## config.mk

```make
export PLATFORM = sky130hd
export DESIGN_NAME = systolic_array_is_driver
export DESIGN_NICKNAME = d
export VERILOG_FILES = /design/src/rtl/systolic_array_is_driver.sv
export SDC_FILE = /design/constraint.sdc
export NUM_CORES = 1
export LEC_CHECK = 0
export ABC_AREA = 1
export CORE_AREA = 2 2 618 620
export DETAILED_ROUTE_END_ITERATION = 7
export DIE_AREA = 0 0 620 622
export GPL_TIMING_DRIVEN = 0
export PLACE_DENSITY = 0.3
export SLEW_MARGIN = 20
export SYNTH_ARGS = -nofsm -noshare
export SYNTH_HDL_FRONTEND = slang
export SYNTH_SLANG_ARGS = --single-unit
```

## constraint.sdc

```tcl
create_clock -name clk -period 5.75 [get_ports clk]
set_clock_uncertainty 0.15 [all_clocks]
set_input_delay 0.8625 -clock clk [delete_from_list [all_inputs] [get_ports clk]]
set_output_delay 0.8625 -clock clk [all_outputs]
set_load 0.02 [all_outputs]
```

## src/rtl/systolic_array_is_driver.sv

```systemverilog
// systolic_array_is_driver: loads stationary inputs, streams weights and drains systolic_array_is into a valid/ready sink.
// Define IS_DRIVER_PERF_CNT_EN to add the stall_cycles/bubble_cycles performance counters.
module systolic_array_is_driver #(
  parameter int INPUT_WIDTH  = 16,
  parameter int WEIGHT_WIDTH = 16,
  parameter int PSUM_WIDTH   = 16,
  parameter int ARRAY_HEIGHT = 16,
  parameter int ARRAY_WIDTH  = 16,
  parameter int PIPE_LAT     = ARRAY_HEIGHT + ARRAY_WIDTH,
  parameter int CNT_WIDTH    = 16
) (
  input  logic                                 clk,
  input  logic                                 rst_n,
  input  logic                                 start,
  input  logic [CNT_WIDTH-1:0]                 num_vecs,
  input  logic                                 in_valid,
  output logic                                 in_ready,
  input  logic [ARRAY_HEIGHT*INPUT_WIDTH-1:0]  in_data,
  input  logic                                 w_valid,
  output logic                                 w_ready,
  input  logic [ARRAY_WIDTH*WEIGHT_WIDTH-1:0]  w_data,
  output logic                                 process_en,
  output logic                                 input_en,
  output logic [ARRAY_HEIGHT*INPUT_WIDTH-1:0]  input_in,
  output logic [ARRAY_WIDTH*WEIGHT_WIDTH-1:0]  weight_in,
  input  logic [ARRAY_WIDTH*PSUM_WIDTH-1:0]    psum_out,
  output logic                                 out_valid,
  input  logic                                 out_ready,
  output logic [ARRAY_WIDTH*PSUM_WIDTH-1:0]    out_data,
  output logic                                 busy,
  output logic                                 done
`ifdef IS_DRIVER_PERF_CNT_EN
  ,
  output logic [31:0]                          stall_cycles,
  output logic [31:0]                          bubble_cycles
`endif
);
  typedef enum logic [1:0] {IDLE, LOAD, STREAM, DRAIN} state_t;
  localparam int LW = $clog2(ARRAY_WIDTH + 1);
  localparam logic [LW-1:0] LAST_LOAD = LW'(ARRAY_WIDTH - 1);
  state_t state, state_nx;
  logic done_nx;
  logic [CNT_WIDTH-1:0] n_q, sent_cnt;
  logic [LW-1:0] load_cnt;
  logic [PIPE_LAT-1:0] tags;
  logic stall, in_hs, w_hs, start_ok;
  assign out_valid = tags[PIPE_LAT-1];
  assign stall = out_valid & ~out_ready;
  assign out_data = psum_out;
  assign busy = state != IDLE;
  assign in_hs = in_valid & in_ready;
  assign w_hs = w_valid & w_ready;
  assign start_ok = state == IDLE & start;

  always_ff @(posedge clk or negedge rst_n) begin
    if (!rst_n) begin
      state <= IDLE;
      done <= 1'b0;
    end else begin
      state <= state_nx;
      done <= done_nx;
    end
  end

  always_comb begin
    state_nx = state;
    done_nx = 1'b0;
    case (state)
      IDLE: begin
        state_nx = start && num_vecs != '0 ? LOAD : IDLE;
        done_nx = start && num_vecs == '0;
      end
      LOAD: state_nx = in_hs && load_cnt == LAST_LOAD ? STREAM : LOAD;
      STREAM: state_nx = w_hs && sent_cnt == n_q - 1'b1 ? DRAIN : STREAM;
      DRAIN: begin
        state_nx = tags == '0 ? IDLE : DRAIN;
        done_nx = tags == '0;
      end
      default: state_nx = IDLE;
    endcase
  end

  // A stall freezes the array, so psum_out (and out_data) hold until accepted
  always_comb begin
    in_ready = state == LOAD;
    input_en = in_ready & in_valid;
    w_ready = state == STREAM & ~stall;
    process_en = state == LOAD ? in_valid :
                 state == STREAM ? w_valid & ~stall :
                 state == DRAIN & ~stall;
    input_in = in_ready ? in_data : '0;
    weight_in = state == STREAM ? w_data : '0;
  end

  always_ff @(posedge clk or negedge rst_n) begin
    if (!rst_n) begin
      n_q <= '0;
      sent_cnt <= '0;
      load_cnt <= '0;
      tags <= '0;
    end else begin
      if (start_ok) begin
        n_q <= num_vecs;
        sent_cnt <= '0;
        load_cnt <= '0;
      end else begin
        if (in_hs) load_cnt <= load_cnt + 1'b1;
        if (w_hs) sent_cnt <= sent_cnt + 1'b1;
      end
      if (process_en) tags <= {tags[PIPE_LAT-2:0], state == STREAM};
    end
  end

`ifdef IS_DRIVER_PERF_CNT_EN
  always_ff @(posedge clk or negedge rst_n) begin
    if (!rst_n) begin
      stall_cycles <= '0;
      bubble_cycles <= '0;
    end else if (start_ok) begin
      stall_cycles <= '0;
      bubble_cycles <= '0;
    end else begin
      if (busy & stall & ~&stall_cycles) stall_cycles <= stall_cycles + 1'b1;
      if (state == STREAM & ~w_valid & ~stall & ~&bubble_cycles) bubble_cycles <= bubble_cycles + 1'b1;
    end
  end
`endif
endmodule

```

### Word-level counts from Yosys, hierarchy flattened

Cells that the tools add are included.

| operators by class | value |
|---|---|
| add/subtract/negate cells | 3 |
| equal/unequal tests | 5 |
| multiplexer cells | 14 |
| bitwise gates (word level) | 9 |
| reduce and logical (&&, ||, !) cells | 11 |

Operator list:

| cell | count |
|---|---|
| $mux 256 | 2 |
| $logic_not 32->1 | 1 |
| $mux 16 | 2 |
| $add 16x1->16 const B | 1 |
| $eq 16x16->1 | 1 |
| $logic_not 16->1 | 1 |
| $reduce_bool 16->1 | 1 |
| $sub 16x1->16 const B | 1 |
| $mux 5 | 2 |
| $pmux 2 s4 | 1 |
| $and 1x1->1 | 7 |
| $reduce_bool 2->1 | 3 |
| $add 5x1->5 const B | 1 |
| $eq 5x4->1 const B | 1 |
| $eq 2x2->1 const B | 2 |
| $logic_and 1x1->1 | 4 |
| $mux 1 | 4 |
| $mux 2 | 2 |
| $eq 2x1->1 const B | 1 |
| $logic_not 2->1 | 1 |
| $not 1->1 | 2 |
| $pmux 1 s2 | 1 |

| storage, ports and cells | value |
|---|---|
| register bits after elaboration | 72 |
| input port bits | 790 |
| output and inout port bits | 775 |

### Longest topological paths before layout

| depth | value |
|---|---|
| depth after elaboration | 8 |
| depth in mapped cells | 12 |
| mapped depth without buffers | 12 |

### Least setup slack after synthesis

OpenSTA, ideal clock, no wires.

| path | value |
|---|---|
| path kind | register to output |
| start point | register state[1] |
| end point | output port input_in[245] |
| arrival time | 1.712 ns |
| slack | 3.025 ns |
| stages on the path, launching flop included | 8 |
| path buffers | 3 |
| cell sequence | dfrtp_1 inv_1 ha_1 buf_2 clkbuf_1 buf_1 nand2_1 inv_1 |

| on the way | value |
|---|---|
| cells in the longest elaborated chain, start to end | 2 |

RTL lines:

| item | line | RTL |
|---|---|---|
| start: declaration | 41 | `state_t state, state_nx;` |
| start signal: assignment | 60 | `state <= state_nx;` |
| $eq 2x1->1 | 85 | `in_ready = state == LOAD;` |
| via in_ready | 17 | `output logic in_ready,` |
| $mux 256 | 91 | `input_in = in_ready ? in_data : '0;` |
| end: declaration | 24 | `output logic [ARRAY_HEIGHT*INPUT_WIDTH-1:0] input_in,` |

The timed path passes the listed nets, and every way through them passes these cells.

### Worst setup path after layout

| path | value |
|---|---|
| start point | register state[1] |
| end point | output port input_in[64] |

| on the way | value |
|---|---|
| cells in the longest elaborated chain, start to end | 2 |

RTL lines:

| item | line |
|---|---|
| $eq 2x1->1 | 85 |
| $mux 256 | 91 |

Every way passes these cells.

==> impl_metrics.toml <==
[clock_tree]
path_clk_slew_ps = 60
cts_tree = "done"
root_buffer = "clkbuf_16"
clockBufferDepth = 2
cts_resized = 0
numCtsBuffers = 9
cts-hold-fix-buffers = 0
clock_sinks = 72
clk_latency_ps = 340
post_cts_buffers = 0
htree_num_levels = 3

[logic_synthesis]
yosys.cell_types.count = 34
syn_area_mm2 = 0.0100
yosysTopAreaCell = "nand2_1"
syn_inst = 1859
synth_seq_cells = 72
synth_area_leaders = "nand2_1 24%, inv_1 23%, buf_4 19%"
synthArstFlopShare_pct = 100
ys_seq_area_share_pct = 18.0
yosys-top-cells-count = "644 x nand2_1, 601 x inv_1, 257 x buf_4"
synth_edf_count = 0
yosysTopAreaCellShare_pct = 24.2
synth.net_count = 2658
postSynthAreaPerCell_um2 = 5.38
synth_most_common_cell = "nand2_1"
yosysWarnings = 0
ys.flop_type = "dfrtp_1"

[layout]
final_cells = 8229
fin_area_mm2 = 0.0298
drive_gt1_share_pct = 9.83
nets = 3979
nFillCells = 44700
area_delta_synth_final_pct = 198

[detailed_routing]
antenna_left = 0
drc = 0
first_iter_violations = 812
top_layer = "met5"
vias = 17100
dr_wl_met2_um = 118000
wl_per_cell_um = 27.8
wl_um = 229000
vias_per_cell = 2.07
wl_met3_um = 21300
drt-met1-wl_um = 82500
drt_pass1_iterations = 5

[place]
place_congestion = 0.952
io_buffer_count = 1308
dpl-instance-area_mm2 = 0.0294
placed_cells = 8185
dp_hpwl_um = 220000
pre_cts_ws_ps = 536

[setup_path]
crit_path_end_kind = "primary output"
cp_data_required_time_ps = 4740
max_stage_delay_ps = 930
path_cells = "inv_1, ha_1, buf_2, clkbuf_4, buf_12, clkbuf_1, nand2_1, inv_1, clkdlybuf4s50_1"
crit_arrival_ps = 4240
reg2reg_from = "state[1]$_DFF_PN0_"
cp_common_cell = "inv_1"
critPathMaxFanout = 10
crit_start = "state[1]$_DFF_PN0_"
crit_type = "flip-flop to primary output"
worst_path_max_delay_cell = "clkdlybuf4s50_1"
startpoint_type = "flip-flop"

[power]
peakVddDrop_mv = 0.108
leakage_uw = 0.0137
internal_power_uw = 2980
combPwrFrac_pct = 79.2
power_density_mw_per_mm2 = 231
clkPwrFrac_pct = 8.5
switching_share_pct = 56.6
pwr-share-seq_pct = 12.3
power.switching_uw = 3890

[global_route]
grt_pass1_vias = 17700
grt_pass1_wl_um = 266000
grt_util_all_layers_pct = 11.3
overflow = 0
grt_antenna_before_repair = 194
grt_max_degree = 55

[sta]
slew_headroom_pct = 30.5
tightest_slew_ps = 1040
final-hold-violation-count = 0
period_needed_ps = 5250
setup_viol_count_final = 0
maxSlewViolCount = 0
holdWs_ps = 264
clock.fmax_ghz = 0.191
worst_slack_ps = 501
min_period_over_period_pct = 91.3
rsz0062_at_grt = "no"

[floorplan]
die-area_mm2 = 0.386
die-height_um = 622
ios = 1565
start_util_pct = 2.64
rows = 226
die_w_um = 620
core_area_mm2 = 0.378

[job]
cap_viol_max_count = 0

[run_status]
status = "finished, final reports clean"

[hold_path]
holdCritPathClass = "primary input to asynchronous set/reset pin"
-- layout by cell type (no fill, tap or decap), types with 9 or more instances in the layout --
cell type,synthesis,final
clkdlybuf4s50_1,0,1304
nor2_1,49,49
nand4_1,17,17
a21oi_1,18,18
dfrtp_1,72,72
buf_4,257,258
ha_1,9,9
nand3_1,16,16
diode_2,0,28
clkbuf_16,0,9
inv_1,601,601
clkbuf_1,59,55
o21ai_0,42,42
o21ai_1,15,15
nand2_1,644,644
-- layout make-up --
cell class | count | area, um2 | share of cell area (%)
Buffer | 326 | 2240 | 7.53
Sequential cell | 72 | 1800 | 6.05
Multi-Input combinational cell | 859 | 3700 | 12.4
Clock inverter | 6 | 67.6 | 0.227
Antenna cell | 28 | 70.1 | 0.235
Tap cell | 5016 | 6280 | 21.1
Timing Repair Buffer | 1310 | 13100 | 44.1
Clock buffer | 10 | 239 | 0.803
Inverter | 602 | 2260 | 7.60
-- worst paths after layout --
kind                       slack (ps)                 endpoint  cells after the start
setup / recovery                  500             input_in[64]                      9
hold / removal                    260       n_q[9]$_DFFE_PN0P_                      1
setup reg to reg                 3160      tags[2]$_DFFE_PN0P_                      7
hold reg to reg                   330  load_cnt[2]$_DFFE_PN0P_                      1
max in group asynchronous        4610     tags[11]$_DFFE_PN0P_                      2
min in group clk                  330  load_cnt[2]$_DFFE_PN0P_                      1
-- power groups by stage --
| stage | clock network [uW] | logic, uW | registers, uW |
|---|---|---|---|
| 2_1_floorplan | 0 | 2170 | 804 |
| 5_1_grt | 627 | 5790 | 873 |
| 4_1_cts | 605 | 5640 | 849 |
| 3_5_place_dp | 0 | 5630 | 856 |
| 3_3_place_gp | 0 | 5630 | 852 |
| 6_report | 583 | 5440 | 846 |
-- through the flow --
stage / utilization, % / setup TNS, ps / power [uW]
after global routing: 7.86 / 0 / 7290
after floorplan: - / 0 / 2970
after global placement: 7.76 / -50520 / 6480
after detailed placement: 7.77 / 0 / 6480
final: 7.87 / 0 / 6870
after CTS: 7.85 / 0 / 7100
-- flip-flops by register name, summed over array words and instances, names as in the netlist --
signal and count:
sent_cnt 16, done 1, load_cnt 5, state 2, tags 32, n_q 16
-- layer usage --
layer,up-vias,global-route usage [%]
li1,7532,-
met1,8038,12.0
met2,1159,21.1
met3,271,4.19
met4,74,2.32
met5,-,0
-- cells by family after synthesis --
logic type | after synthesis | synth area share, %
AOI/OAI and AO/OA | 86 | 4.68
xor gates and xnor gates | 10 | 0.876
adders and majority gates | 9 | 1.13
buffers and inverters | 928 | 45.0
DFF | 72 | 18.0
and+or+nand+nor | 754 | 30.3
-- critical path, delay by kind of cell (launching register included) --
| family | cells | cell delay, ps |
|---|---|---|
| AND/OR/NAND/NOR | 1 | 120 |
| flip-flops | 1 | 400 |
| buffers and inverters | 7 | 3110 |
| adder cells (fa/ha/maj) | 1 | 180 |
(Power assumes the default switching activity.)
